===== src/rtl/div_hilo_ctrl_if.sv =====
// EX-stage request bus and divider handshake between the pipeline and div_hilo_ctrl.
// The master drives EX requests and the divider results; the slave is the controller.
interface div_hilo_ctrl_if #(
   parameter int WIDTH = 32
);
   logic             ex_valid;
   logic             op_div;
   logic             op_mthi;
   logic             op_mtlo;
   logic             op_mfhi;
   logic             op_mflo;
   logic [WIDTH-1:0] rs_val;
   logic [WIDTH-1:0] rt_val;
   logic             div_busy;
   logic [WIDTH-1:0] div_q;
   logic [WIDTH-1:0] div_r;
   logic             div_start;
   logic [WIDTH-1:0] div_dividend;
   logic [WIDTH-1:0] div_divisor;
   logic             stall;
   logic [WIDTH-1:0] mf_data;
   logic [WIDTH-1:0] hi;
   logic [WIDTH-1:0] lo;
   logic             div_timeout;

   modport master (
      output ex_valid, op_div, op_mthi, op_mtlo, op_mfhi, op_mflo, rs_val, rt_val,
      output div_busy, div_q, div_r,
      input  div_start, div_dividend, div_divisor, stall, mf_data, hi, lo, div_timeout
   );

   modport slave (
      input  ex_valid, op_div, op_mthi, op_mtlo, op_mfhi, op_mflo, rs_val, rt_val,
      input  div_busy, div_q, div_r,
      output div_start, div_dividend, div_divisor, stall, mf_data, hi, lo, div_timeout
   );
endinterface


===== src/rtl/div_hilo_ctrl.sv =====
// Sequences the iterative signed divider and owns HI/LO: issue, stall until busy drops,
// commit remainder/quotient, short-circuit divide-by-zero, abort a hung divider.
module div_hilo_ctrl #(
   parameter int WIDTH   = 32,
   parameter int TIMEOUT = 40
) (
   input  logic          clk_i,
   input  logic          reset_i,
   div_hilo_ctrl_if.slave bus
);

   localparam int CNT_W = $clog2(TIMEOUT + 1);

   typedef enum logic [1:0] {
      IDLE  = 2'd0,
      ISSUE = 2'd1,
      WAIT  = 2'd2
   } state_e;

   state_e           state_q, state_d;
   logic [WIDTH-1:0] hi_q, hi_d;
   logic [WIDTH-1:0] lo_q, lo_d;
   logic [WIDTH-1:0] dvd_q, dvd_d;
   logic [WIDTH-1:0] dvs_q, dvs_d;
   logic [CNT_W-1:0] wd_q, wd_d;
   logic             tmo_q, tmo_d;

   always_ff @(posedge clk_i or posedge reset_i) begin
      if (reset_i) begin
         state_q <= IDLE;
         hi_q    <= '0;
         lo_q    <= '0;
         dvd_q   <= '0;
         dvs_q   <= '0;
         wd_q    <= '0;
         tmo_q   <= 1'b0;
      end else begin
         state_q <= state_d;
         hi_q    <= hi_d;
         lo_q    <= lo_d;
         dvd_q   <= dvd_d;
         dvs_q   <= dvs_d;
         wd_q    <= wd_d;
         tmo_q   <= tmo_d;
      end
   end

   always_comb begin
      state_d = state_q;
      hi_d    = hi_q;
      lo_d    = lo_q;
      dvd_d   = dvd_q;
      dvs_d   = dvs_q;
      wd_d    = wd_q;
      tmo_d   = tmo_q;
      unique case (state_q)
         IDLE: begin
            if (bus.ex_valid) begin
               if (bus.op_div) begin
                  // Divide-by-zero never reaches the divider: LO saturates, HI keeps the dividend.
                  if (bus.rt_val != '0) begin
                     dvd_d   = bus.rs_val;
                     dvs_d   = bus.rt_val;
                     state_d = ISSUE;
                  end else begin
                     lo_d = '1;
                     hi_d = bus.rs_val;
                  end
               end else if (bus.op_mthi) begin
                  hi_d = bus.rs_val;
               end else if (bus.op_mtlo) begin
                  lo_d = bus.rs_val;
               end
            end
         end
         ISSUE: begin
            state_d = WAIT;
            wd_d    = '0;
         end
         WAIT: begin
            if (!bus.div_busy) begin
               hi_d    = bus.div_r;
               lo_d    = bus.div_q;
               state_d = IDLE;
            end else begin
               wd_d = wd_q + CNT_W'(1);
               if (wd_q == CNT_W'(TIMEOUT - 1)) begin
                  tmo_d   = 1'b1;
                  state_d = IDLE;
               end
            end
         end
         default: state_d = IDLE;
      endcase
   end

   // Outputs decode registered state only; mf_data shows pre-write register contents.
   always_comb begin
      bus.div_start = (state_q == ISSUE);
      bus.stall     = (state_q != IDLE);
      if (bus.op_mfhi)      bus.mf_data = hi_q;
      else if (bus.op_mflo) bus.mf_data = lo_q;
      else                  bus.mf_data = '0;
   end

   assign bus.hi           = hi_q;
   assign bus.lo           = lo_q;
   assign bus.div_dividend = dvd_q;
   assign bus.div_divisor  = dvs_q;
   assign bus.div_timeout  = tmo_q;

endmodule


===== src/flat_wrapper.sv =====
// flat-port wrapper written by rule: the top's interface ports become plain ports
module div_hilo_ctrl_flat 
#(
   parameter int WIDTH   = 32,
   parameter int TIMEOUT = 40
)
  (clk_i, reset_i, bus_ex_valid, bus_op_div, bus_op_mthi, bus_op_mtlo, bus_op_mfhi, bus_op_mflo, bus_rs_val, bus_rt_val, bus_div_busy, bus_div_q, bus_div_r, bus_div_start, bus_div_dividend, bus_div_divisor, bus_stall, bus_mf_data, bus_hi, bus_lo, bus_div_timeout);
  div_hilo_ctrl_if #(.WIDTH(WIDTH)) bus_i ();
  input  logic clk_i;
  input  logic reset_i;
  input wire logic [$bits(bus_i.ex_valid)-1:0] bus_ex_valid;
  input wire logic [$bits(bus_i.op_div)-1:0] bus_op_div;
  input wire logic [$bits(bus_i.op_mthi)-1:0] bus_op_mthi;
  input wire logic [$bits(bus_i.op_mtlo)-1:0] bus_op_mtlo;
  input wire logic [$bits(bus_i.op_mfhi)-1:0] bus_op_mfhi;
  input wire logic [$bits(bus_i.op_mflo)-1:0] bus_op_mflo;
  input wire logic [$bits(bus_i.rs_val)-1:0] bus_rs_val;
  input wire logic [$bits(bus_i.rt_val)-1:0] bus_rt_val;
  input wire logic [$bits(bus_i.div_busy)-1:0] bus_div_busy;
  input wire logic [$bits(bus_i.div_q)-1:0] bus_div_q;
  input wire logic [$bits(bus_i.div_r)-1:0] bus_div_r;
  output wire logic [$bits(bus_i.div_start)-1:0] bus_div_start;
  output wire logic [$bits(bus_i.div_dividend)-1:0] bus_div_dividend;
  output wire logic [$bits(bus_i.div_divisor)-1:0] bus_div_divisor;
  output wire logic [$bits(bus_i.stall)-1:0] bus_stall;
  output wire logic [$bits(bus_i.mf_data)-1:0] bus_mf_data;
  output wire logic [$bits(bus_i.hi)-1:0] bus_hi;
  output wire logic [$bits(bus_i.lo)-1:0] bus_lo;
  output wire logic [$bits(bus_i.div_timeout)-1:0] bus_div_timeout;
  assign bus_i.ex_valid = bus_ex_valid;
  assign bus_i.op_div = bus_op_div;
  assign bus_i.op_mthi = bus_op_mthi;
  assign bus_i.op_mtlo = bus_op_mtlo;
  assign bus_i.op_mfhi = bus_op_mfhi;
  assign bus_i.op_mflo = bus_op_mflo;
  assign bus_i.rs_val = bus_rs_val;
  assign bus_i.rt_val = bus_rt_val;
  assign bus_i.div_busy = bus_div_busy;
  assign bus_i.div_q = bus_div_q;
  assign bus_i.div_r = bus_div_r;
  assign bus_div_start = bus_i.div_start;
  assign bus_div_dividend = bus_i.div_dividend;
  assign bus_div_divisor = bus_i.div_divisor;
  assign bus_stall = bus_i.stall;
  assign bus_mf_data = bus_i.mf_data;
  assign bus_hi = bus_i.hi;
  assign bus_lo = bus_i.lo;
  assign bus_div_timeout = bus_i.div_timeout;
  div_hilo_ctrl #(.WIDTH(WIDTH), .TIMEOUT(TIMEOUT)) u_core (.clk_i(clk_i), .reset_i(reset_i), .bus(bus_i));
endmodule

===== config.mk =====
export PLATFORM = sky130hd
export DESIGN_NAME = div_hilo_ctrl_flat
export DESIGN_NICKNAME = d
export VERILOG_FILES = /design/src/rtl/div_hilo_ctrl_if.sv /design/src/rtl/div_hilo_ctrl.sv /design/src/flat_wrapper.sv
export SDC_FILE = /design/constraint.sdc
export NUM_CORES = 1
export LEC_CHECK = 0
export ABC_AREA = 1
export CORE_ASPECT_RATIO = 1.1
export CORE_MARGIN = 8
export CORE_UTILIZATION = 39
export CTS_BUF_LIST = sky130_fd_sc_hd__clkbuf_4 sky130_fd_sc_hd__clkbuf_8 sky130_fd_sc_hd__clkbuf_16
export DETAILED_ROUTE_END_ITERATION = 10
export PLACE_DENSITY = 0.84
export RECOVER_POWER = 25
export SYNTH_ARGS = -nofsm -noshare
export SYNTH_HDL_FRONTEND = slang
export SYNTH_SLANG_ARGS = --single-unit

===== constraint.sdc =====
create_clock -name clk_i -period 4.05 [get_ports clk_i]
set_input_delay 0.405 -clock clk_i [delete_from_list [all_inputs] [get_ports clk_i]]
set_output_delay 0.405 -clock clk_i [all_outputs]
set_load 0.02 [all_outputs]

# Yosys cells after proc, flatten, opt, wreduce, memory -nomap -nowiden
# Cells that the tools add are included.
# totals
word_cells,55
input_bits,137
out_inout_bits,163
ff_bits,137
# op_classes
reduce_logical,11
add_sub_neg,1
mux,23
eq_ne,13
# op_table
operator,n
$mux W32,13
$pmux W32 S2,2
$reduce_bool A32 Y1,1
$ne A3 B3 Y1 const B,4
$pmux W6 S2,1
$mux W2,5
$ne A2 B2 Y1 const B,4
$reduce_and A4 Y1,2
$add A6 B1 Y6 const B,1
$eq A6 B6 Y1 const B,1
$mux W6,1
$pmux W2 S3,1
$reduce_and A6 Y1,1
$reduce_bool A2 Y1,3
$reduce_and A5 Y1,1
$ne A3 B2 Y1 const B,1
$reduce_and A3 Y1,1
$eq A2 B1 Y1 const B,1
$eq A2 B2 Y1 const B,1
$logic_not A2 Y1,1
$ne A2 B1 Y1 const B,1
$reduce_and A2 Y1,1

# Logic depth before layout (Yosys ltp)
# Gate-level depths: netlist (run 1).
# logic_depth
word_depth,5
mapped_depth,10
ltp_nobuf,8

# Least setup slack after synthesis (run 1)
# No wires, ideal clock.
# synth_path
path_kind,input-to-output
startpoint,input bus_op_mfhi
endpoint,output bus_mf_data[0]
stages,5
path_slack_ns,2.472
arrival_time_ns,1.173
required_ns,3.645
n_path_buf,2
path_cell_list,clkbuf_1 -> inv_1 -> clkbuf_1 -> nand3_1 -> nand2_1
# synth_between
elab_chain_cells,1
# synth_rtl
element,line,source
"start, declared",flat_wrapper.sv:15,input wire logic [$bits(bus_i.op_mfhi)-1:0] bus_op_mfhi;
$mux W32,div_hilo_ctrl.sv:101,if (bus.op_mfhi) bus.mf_data = hi_q;
"end, declared",flat_wrapper.sv:26,output wire logic [$bits(bus_i.mf_data)-1:0] bus_mf_data;
# Every way passes these cells.

# Worst setup path in the final report (run 1)
# layout_path
startpoint,input bus_op_mfhi
endpoint,output bus_mf_data[3]
# Same word-level chain as after synthesis.

==> results of run 1 <==
-- registers in the layout (all words and copies together), names as in the netlist --
| name | count |
|---|---|
| u_core.state_q | 2 |
| u_core.bus.hi | 32 |
| u_core.bus.lo | 32 |
| u_core.bus.div_divisor | 32 |
| u_core.bus.div_dividend | 32 |
| u_core.wd_q | 6 |
| u_core.bus.div_timeout | 1 |
-- logic make-up after synthesis --
group / count (synthesis) / share of synthesized area
buffers and inverters: 81 / 0.0538
adder cells (fa/ha/maj): 1 / 0.00181
AO/OA/AOI/OAI: 40 / 0.0333
AND/OR/NAND/NOR: 693 / 0.413
flip-flops: 137 / 0.497
multiplexers: 1 / 0.00145
-- worst max-delay path by stage --
stage | startpoint | endpoint | slack, ps | depth (start not counted)
after floorplan | reset_i | u_core.bus.div_dividend[0]$_DFFE_PP0P_ | 1940 | 1
after global placement | bus_rt_val[27] | u_core.bus.hi[12]$_DFFE_PP0P_ | 1320 | 11
after detailed placement | bus_rt_val[27] | u_core.bus.hi[3]$_DFFE_PP0P_ | 1280 | 11
after CTS | bus_op_mfhi | bus_mf_data[3] | 1450 | 6
after global routing | bus_op_mfhi | bus_mf_data[1] | 1310 | 6
final | bus_op_mfhi | bus_mf_data[3] | 1470 | 6
-- cells in the final DEF (no fill, tap or decap) --
master,instances
nor2_4,3
a21oi_1,11
dlygate4sd3_1,1
buf_4,11
buf_12,1
dfrtp_1,137
nand3_2,2
nand4_1,65
nand2_1,495
nand2_2,2
diode_2,6
inv_1,13
o21ai_0,26
nand3_1,39
clkinv_2,3
inv_6,3
ha_1,1
o211ai_4,1
nor3b_1,2
inv_2,3
nor2_2,1
nor3_1,1
clkinvlp_4,6
clkinv_4,1
clkbuf_4,2
clkdlybuf4s50_1,298
mux2i_1,1
nor2_1,82
clkbuf_16,17
and3_1,1
o21ai_4,1
o21bai_1,1
bufinv_16,2
-- layout make-up --
| cell class | count | area, um2 | area share |
|---|---|---|---|
| Tap cell | 238 | 298 | 0.0281 |
| Multi-Input combinational cell | 735 | 3120 | 0.294 |
| Inverter | 17 | 67.6 | 0.00637 |
| Antenna cell | 6 | 15.0 | 0.00141 |
| Clock buffer | 18 | 433 | 0.0408 |
| Timing Repair Buffer | 312 | 3100 | 0.292 |
| Clock inverter | 14 | 148 | 0.0139 |
| Sequential cell | 137 | 3430 | 0.323 |
-- metrics by stage --
stage | hold WS [ps] | cell area (um2) | setup slack, ps | power, uW
after global placement | 453 | 10000 | 1320 | 4980
after floorplan | 499 | 6910 | 1940 | 3510
after global routing | 477 | 10600 | 1310 | 6880
after CTS | 472 | 10600 | 1450 | 6590
final | 469 | 10600 | 1470 | 6540
after detailed placement | 457 | 10000 | 1280 | 5050
-- worst register-to-register path, cell delays in order (launching register included) --
cell and delay (ps):
dfrtp_1 440, nor2_2 240, inv_2 80, nor2_4 140, o21ai_4 90, nor2_4 550, buf_4 450, nand2_1 170
nand2_1 110
-- power by group --
group | internal [uW] | leakage [uW] | switching, uW
Clock | 915 | 0.000273 | 616
Combinational | 1280 | 0.00316 | 1580
Sequential | 1800 | 0.00169 | 357
-- per-layer routing --
metal | vias to the layer above | share of wire | GRT usage
li1 | 3579 | - | -
met1 | 3430 | 0.40 | 0.283
met2 | 276 | 0.49 | 0.375
met3 | 55 | 0.073 | 0.0551
met4 | 0 | 0.034 | 0.112
met5 | - | 0 | 0
==> impl_metrics.toml, run 1 <==
[synthesis]
netlist_top_cells_count = "nand2_1, dfrtp_1, nor2_1, nand4_1, nand3_1"
synth_cells = 953
synthArstFlopShare = 1.00
yosys_warnings = 0
synth_edf_count = 0
synthesis.area_um2 = 6900
avgSynthCellArea_um2 = 7.24
ys_seq_area_frac = 0.497
ys_seq_elements = 137
yosysTopAreaCell = "dfrtp_1"
synth.most_common_cell = "nand2_1"
ys_types = 25
synth_top_area_frac = 0.497
syn_nets = 1091
synth_flop_cell = "dfrtp_1"
synth_area_leaders = "dfrtp_1, nand2_1, nand4_1"

[clock_network]
insertion_delay_ps = 420
cts_setup_buffers = 0
cts_sinks = 137
cts_tree = "done"
cts_resized = 0
htree_levels = 4
cts_root_buf = "clkbuf_16"
cts.clk_slew.worst_paths_ps = 60
numCtsBuffers = 17
cts_hold_buffers = 0
clockBufferDepth = 2

[hold_path]
hold_depth = 2
worstHoldStart = "u_core.bus.div_divisor[6]$_DFFE_PP0P_"
hold_path.class = "reg2reg"
min_to = "u_core.bus.div_divisor[6]$_DFFE_PP0P_"

[critical_path]
endpoint_kind = "primary output"
worst_ep_arrival_time_ps = 2180
critPathTopFamily = "buffers and inverters"
reg2regPathDepth = 8
worst-path-buf-inv = 4
path_common_cell = "clkdlybuf4s50_1"
cp_cell_sequence = "clkdlybuf4s50_1 -> inv_1 -> buf_4 -> nand3_1 -> nand2_1 -> clkdlybuf4s50_1"
crit_path_max_incr_delay_ps = 600
startpoint_type = "input pin"
r2r_slack_ps = 1720
slowest_stage = "clkdlybuf4s50_1"
rr_startpoint = "u_core.state_q[0]$_DFFE_PP0P_"
cp_data_required_time_ps = 3640
crit_fanout = 23
worst-setup-path-type = "in2out"
worstReg2RegEnd = "u_core.bus.div_dividend[27]$_DFFE_PP0P_"

[floorplanning]
die_h_um = 156
core_um2 = 17500
ioPinCount = 300
rows = 51
die_area_um2 = 22200
start_util = 0.393
die_w_um = 143

[final_layout]
nNetsFinal = 1358
fillers = 1560
drive_above_1_share = 0.0479
area_growth_pct = 53.7
instances_no_fill = 1477
postLayoutCoreUtil = 0.605

[global_routing]
grt_overflow_total = 0
grt_pass1_wl_mm = 39.5
grt_pass1_vias = 7095
track_usage = 0.231
antenna_found_initial = 6
grt_max_degree = 138

[route]
drt-total-wl_mm = 25.9
dr.pass1.iters = 5
vias = 7340
drc = 0
ant_nets = 0
routed_via_density = 4.97
drt-initial-drc-count = 663
post_drt_wl_per_cell_um = 17.5

[timing]
setup_tns_ps = 0
hold_viol = 0
slew_violations = 138
fin_skew_ps = 8.47
rsz0062_at_grt = "false"
worstMarginPinSlew_ps = 1840
period_share = 0.638
slew_headroom = -0.225
timing.fmax_ghz = 0.387
finalSetupViolCount = 0
post-route-min-period_ps = 2580

[power_and_ir_drop]
power.density_nw_per_um2 = 616
p_leak_uw = 0.00512
vdd_drop_max_mv = 0.292

[placed_design]
io_buffers = 299
hpwl_mm = 20.0
dp_cells = 1439
globalplace.congestion = 0.895

[outcome]
status = "complete, but fails checks"
failed_checks = "capacitance limit, slew limit"

[flow_run]
maxCapViolations = 1
Note: power is estimated with default switching activity, not from simulation.
==> inputs of run 2 (changes only) <==
--- a/config.mk
+++ b/config.mk
@@ -8,10 +8,10 @@
 export ABC_AREA = 1
 export CORE_ASPECT_RATIO = 1.1
 export CORE_MARGIN = 8
-export CORE_UTILIZATION = 39
+export CORE_UTILIZATION = 40
 export CTS_BUF_LIST = sky130_fd_sc_hd__clkbuf_4 sky130_fd_sc_hd__clkbuf_8 sky130_fd_sc_hd__clkbuf_16
 export DETAILED_ROUTE_END_ITERATION = 10
-export PLACE_DENSITY = 0.84
+export PLACE_DENSITY = 0.83
 export RECOVER_POWER = 25
 export SYNTH_ARGS = -nofsm -noshare
 export SYNTH_HDL_FRONTEND = slang
==> constraint.sdc (replaced) <==
create_clock -name clk_i -period 2.4 [get_ports clk_i]
set_input_delay 0.24 -clock clk_i [delete_from_list [all_inputs] [get_ports clk_i]]
set_output_delay 0.24 -clock clk_i [all_outputs]
set_load 0.02 [all_outputs]
==> impl_metrics.toml, run 2 (synthesis results as in run 1) <==
[clock_network]
insertion_delay_ps = 420
cts_resized = 0
numCtsBuffers = 17
cts_root_buf = "clkbuf_16"
cts_setup_buffers = 0
cts_hold_buffers = 0
htree_levels = 4
cts.clk_slew.worst_paths_ps = 60
cts_sinks = 137
cts_tree = "done"
clockBufferDepth = 2

[placed_design]
io_buffers = 299
globalplace.congestion = 0.897
dp_cells = 1445
pre_cts_slack_ps = -13.7
hpwl_mm = 20.4

[global_routing]
antenna_found_initial = 7
grt_pass1_vias = 7287
track_usage = 0.244
grt_overflow_total = 0
grt_pass1_wl_mm = 41.1
grt_max_degree = 67

[critical_path]
startpoint_type = "flip-flop"
slowest_stage = "nor2_4"
worst-setup-path-type = "reg2reg"
endpoint_kind = "flip-flop"
r2r_slack_ps = 230
reg2regPathDepth = 8
crit_fanout = 35
worst_ep_arrival_time_ps = 2520
worstReg2RegEnd = "u_core.bus.div_dividend[9]$_DFFE_PP0P_"
worst-path-buf-inv = 2
critPathTopFamily = "simple AND/OR/NAND/NOR gates"
crit_path_max_incr_delay_ps = 650
cp_data_required_time_ps = 2750
cp_cell_sequence = "nor2_2 -> inv_2 -> nor2_4 -> o21ai_4 -> nor2_4 -> buf_12 -> nand2_1 -> nand2_1"
rr_startpoint = "u_core.state_q[0]$_DFFE_PP0P_"

[route]
dr.pass1.iters = 5
drc = 0
drt-total-wl_mm = 26.4
routed_via_density = 4.98
post_drt_wl_per_cell_um = 17.8
vias = 7365
drt-initial-drc-count = 748
ant_nets = 0

[floorplanning]
ioPinCount = 300
core_um2 = 17000
die_w_um = 141
die_area_um2 = 21700
rows = 50
start_util = 0.407
die_h_um = 154

[timing]
fin_skew_ps = 4.37
hold_viol = 0
timing.fmax_ghz = 0.462
post-route-min-period_ps = 2170
fin_ws_ps = 233
finalSetupViolCount = 0
setup_tns_ps = 0
slew_violations = 0
rsz0062_at_grt = "false"
slew_headroom = 0.265
worstMarginPinSlew_ps = 1100
timing.hold.ws_ps = 387
period_share = 0.903

[final_layout]
multiInputGateArea_um2 = 3120
final_cell_mix = "nand2_1, clkdlybuf4s50_1, dfrtp_1, nor2_1, nand4_1"
postLayoutCoreUtil = 0.632
drive_above_1_share = 0.0532
area_growth_pct = 55.1
final_common_cell = "nand2_1"
fillers = 1450
instances_no_fill = 1480
ff_latch_area_um2 = 3430
nNetsFinal = 1368

[outcome]
status = "finished clean"

[flow_run]
maxCapViolations = 0

[hold_path]
hold_path.class = "in2reg"
min_to = "u_core.bus.div_divisor[18]$_DFFE_PP0P_"
worstHoldStart = "bus_rt_val[18]"
hold_depth = 3

[power_and_ir_drop]
switchingPower_uw = 4250
power.density_nw_per_um2 = 1030
p_int_uw = 6760
vdd_drop_max_mv = 0.509
seq_power_share = 0.333
p_leak_uw = 0.00520
power_frac_clock = 0.226
power_switching_share = 0.386
power_frac_comb = 0.441
run 2: cell types whose count changed in the layout (fill, tap and decap cells not counted), sizes merged:
cell and change:
buf +8, clkbuf +7, clkinvlp -4, inv -3, bufinv -1, clkinv +1, diode -1
run 2: through the flow:
stage               area [um2]  power (uW)
floorplan                 6910        5930
global placement         10200        8480
global route             10700       11600
finish                   10700       11000
detailed placement       10200        8570
CTS                      10700       11100
run 2: worst max path at each step:
stage	start	end	slack [ps]	cells after the start
after floorplan	reset_i	u_core.bus.div_dividend[0]$_DFFE_PP0P_	450	1
after global placement	bus_rt_val[27]	u_core.bus.hi[26]$_DFFE_PP0P_	70	11
after detailed placement	bus_rt_val[26]	u_core.bus.hi[18]$_DFFE_PP0P_	-10	11
after CTS	u_core.state_q[0]$_DFFE_PP0P_	u_core.bus.div_dividend[9]$_DFFE_PP0P_	250	8
after global routing	u_core.state_q[0]$_DFFE_PP0P_	u_core.bus.div_dividend[9]$_DFFE_PP0P_	110	8
final	u_core.state_q[0]$_DFFE_PP0P_	u_core.bus.div_dividend[9]$_DFFE_PP0P_	230	8
run 2: metal layers:
| layer | vias up | GRT usage | part of all wire |
|---|---|---|---|
| li1 | 3597 | - | - |
| met1 | 3404 | 0.305 | 0.40 |
| met2 | 298 | 0.379 | 0.47 |
| met3 | 60 | 0.0725 | 0.086 |
| met4 | 6 | 0.119 | 0.038 |
| met5 | - | 0 | 0.0013 |
run 2: final cells by class:
| type | instances | share of cell area |
|---|---|---|
| Tap cell | 234 | 0.0273 |
| Antenna cell | 5 | 0.00117 |
| Clock buffer | 23 | 0.0457 |
| Timing Repair Buffer | 322 | 0.302 |
| Multi-Input combinational cell | 735 | 0.291 |
| Clock inverter | 7 | 0.00654 |
| Inverter | 17 | 0.00607 |
| Sequential cell | 137 | 0.320 |
run 2: power groups by stage:
stage | clock [uW] | sequential (uW) | combinational [uW]
floorplan | 0 | 4410 | 1510
global placement | 0 | 3670 | 4810
detailed placement | 0 | 3680 | 4890
CTS | 2520 | 3660 | 4910
global route | 2650 | 3750 | 5200
finish | 2490 | 3660 | 4860
run 2: worst min-delay path, cell delays in order:
cell             delay, ps
clkdlybuf4s50_1        410
nand2_1                 70
nand2_1                 50
==> inputs of run 3 (changes only) <==
--- a/config.mk
+++ b/config.mk
@@ -5,14 +5,14 @@
 export SDC_FILE = /design/constraint.sdc
 export NUM_CORES = 1
 export LEC_CHECK = 0
-export ABC_AREA = 1
 export CORE_ASPECT_RATIO = 1.1
 export CORE_MARGIN = 8
 export CORE_UTILIZATION = 40
 export CTS_BUF_LIST = sky130_fd_sc_hd__clkbuf_4 sky130_fd_sc_hd__clkbuf_8 sky130_fd_sc_hd__clkbuf_16
 export DETAILED_ROUTE_END_ITERATION = 10
-export PLACE_DENSITY = 0.83
+export PLACE_DENSITY = 0.8
 export RECOVER_POWER = 25
+export SETUP_SLACK_MARGIN = 0.2
 export SYNTH_ARGS = -nofsm -noshare
 export SYNTH_HDL_FRONTEND = slang
 export SYNTH_SLANG_ARGS = --single-unit
==> constraint.sdc (replaced) <==
create_clock -name clk_i -period 2.4 [get_ports clk_i]
set_input_delay 0.24 -clock clk_i [delete_from_list [all_inputs] [get_ports clk_i]]
set_output_delay 0.24 -clock clk_i [all_outputs]
set_load 0.1 [all_outputs]
==> impl_metrics.toml, run 3 <==
[clock_network]
cts_sinks = 137
htree_levels = 4
insertion_delay_ps = 420
cts_setup_buffers = 0
clockBufferDepth = 2
cts_tree = "done"
cts_resized = 0
numCtsBuffers = 17
cts_root_buf = "clkbuf_16"
cts.clk_slew.worst_paths_ps = 60
cts_hold_buffers = 0

[final_layout]
instances_no_fill = 1316
drive_above_1_share = 0.334
postLayoutCoreUtil = 0.615
area_growth_pct = 51.3
antenna_cells = 0
final_cell_mix = "buf_4, dfrtp_1, clkdlybuf4s50_1, a31oi_1, nand2_1"
nNetsFinal = 1190
final_common_cell = "buf_4"

[floorplanning]
die_h_um = 164
ioPinCount = 300
start_util = 0.406
die_area_um2 = 24800
die_w_um = 151
rows = 54
core_um2 = 19700

[timing]
period_share = 0.855
slew_headroom = 0.110
post-route-min-period_ps = 2050
slew_violations = 0
hold_viol = 0
timing.fmax_ghz = 0.488
finalSetupViolCount = 0
rsz0062_at_grt = "false"
fin_skew_ps = 9.78
worstMarginPinSlew_ps = 1330

[global_routing]
grt_max_degree = 85
track_usage = 0.241
antenna_found_initial = 2
grt_overflow_total = 0
grt_pass1_vias = 8012
grt_pass1_wl_mm = 46.7

[synthesis]
synthArstFlopShare = 1.00
synth_cells = 765
synth.most_common_cell = "dfrtp_1"
syn_nets = 903
synth_flop_cell = "dfrtp_1"
netlist_top_cells_count = "dfrtp_1, a31oi_1, nand2_1, mux2_4, inv_1"
synth_edf_count = 0
synth_area_leaders = "dfrtp_1, mux2_4, a31oi_1"
avgSynthCellArea_um2 = 10.5
ys_seq_elements = 137
yosys_warnings = 0
synthesis.area_um2 = 8010
synth_top_area_frac = 0.428
ys_types = 50
yosysTopAreaCell = "dfrtp_1"
ys_seq_area_frac = 0.428

[critical_path]
crit_fanout = 35
rr_startpoint = "u_core.state_q[1]$_DFFE_PP0P_"
critPathLaunch = "bus_rt_val[10]"
cp_data_required_time_ps = 2710
endpoint_kind = "flip-flop"
startpoint_type = "input pin"
worst-setup-path-type = "in2reg"
worst_ep_arrival_time_ps = 2360

[power_and_ir_drop]
p_leak_uw = 0.00529
vdd_drop_max_mv = 1.38
power.density_nw_per_um2 = 1640

[route]
vias = 7818
drt-initial-drc-count = 556
post_drt_wl_per_cell_um = 23.1
dr.pass1.iters = 7
routed_via_density = 5.94
ant_nets = 0
drt-total-wl_mm = 30.4
drc = 0

[flow_run]
maxCapViolations = 0

[hold_path]
hold_path.class = "in2reg"
worstHoldStart = "bus_rt_val[14]"

[placed_design]
hpwl_mm = 22.0
globalplace.congestion = 0.827
dp_cells = 1285
io_buffers = 299

[outcome]
status = "finished clean"
## run 3: changes by cell type after synthesis, sizes merged, moves of 32 or more
| cell | delta |
|---|---|
| nand2 | -444 |
| mux2 | +64 |
| nand4 | -61 |
| a31oi | +54 |
| nor2 | -50 |
| nand3 | -36 |
| o32ai | +36 |
| nand2b | +35 |
| a221o | +32 |
| nor3 | +32 |
## run 3: worst paths after layout
| check | slack [ps] | end | cells after the start |
|---|---|---|---|
| max in group asynchronous | 820 | u_core.bus.div_divisor[14]$_DFFE_PP0P_ | 3 |
| min in group asynchronous | 770 | u_core.bus.lo[21]$_DFFE_PP0P_ | 3 |
| max | 350 | u_core.bus.div_dividend[10]$_DFFE_PP0P_ | 6 |
| min | 460 | u_core.bus.div_divisor[14]$_DFFE_PP0P_ | 2 |
| min reg2reg | 500 | u_core.bus.div_timeout$_DFFE_PP0P_ | 1 |
| max reg2reg | 350 | u_core.bus.lo[30]$_DFFE_PP0P_ | 7 |
## run 3: area by class of cell
cell class,count,area (um2)
Clock buffer,20,467
Clock inverter,11,145
Multi-Input combinational cell,512,4120
Sequential cell,137,3430
Inverter,44,169
Timing Repair Buffer,340,3480
Fill cell,1571,7600
Tap cell,252,315
## run 3: metrics by stage
step | power, uW | setup slack, ps | instance area (um2) | hold slack, ps | setup TNS (ps)
after floorplan | 13700 | 235 | 8050 | 389 | 0
after global placement | 17100 | -122 | 11500 | 483 | -6380
after detailed placement | 17200 | -69.9 | 11500 | 475 | -2770
after CTS | 20000 | 337 | 12100 | 356 | 0
after global routing | 20600 | 252 | 12100 | 456 | 0
final | 19900 | 349 | 12100 | 462 | 0
## run 3: cells by family (layout without fill, tap and decap cells)
logic type,Yosys count,count (layout),share of synthesized area
AND/OR/NAND/NOR,203,203,0.131
adder cells (fa/ha/maj),1,1,0.00156
AO/OA/AOI/OAI,215,215,0.221
multiplexers,91,91,0.147
XOR/XNOR,2,2,0.00219
buffers and inverters,116,415,0.0706
flip-flops,137,137,0.428
## run 3: power breakdown
group | leakage (uW) | internal [uW] | switching (uW)
Combinational | 0.00339 | 3470 | 9650
Sequential | 0.00161 | 3160 | 911
Clock | 0.000294 | 1710 | 1040
Total | 0.00529 | 8340 | 11600
## run 3: worst max-delay path, stage by stage
cell and delay, ps:
clkdlybuf4s50_1 440, nor4_1 460, nand4_2 210, o2111ai_4 310, buf_12 300, mux2_4 330
## run 3: per-layer routing
metal,global-route usage,vias up,share of wire
met3,0.0611,52,0.090
met4,0.0783,4,0.022
met2,0.411,394,0.50
met1,0.293,3864,0.39
li1,-,3504,-
met5,0,-,0.00089
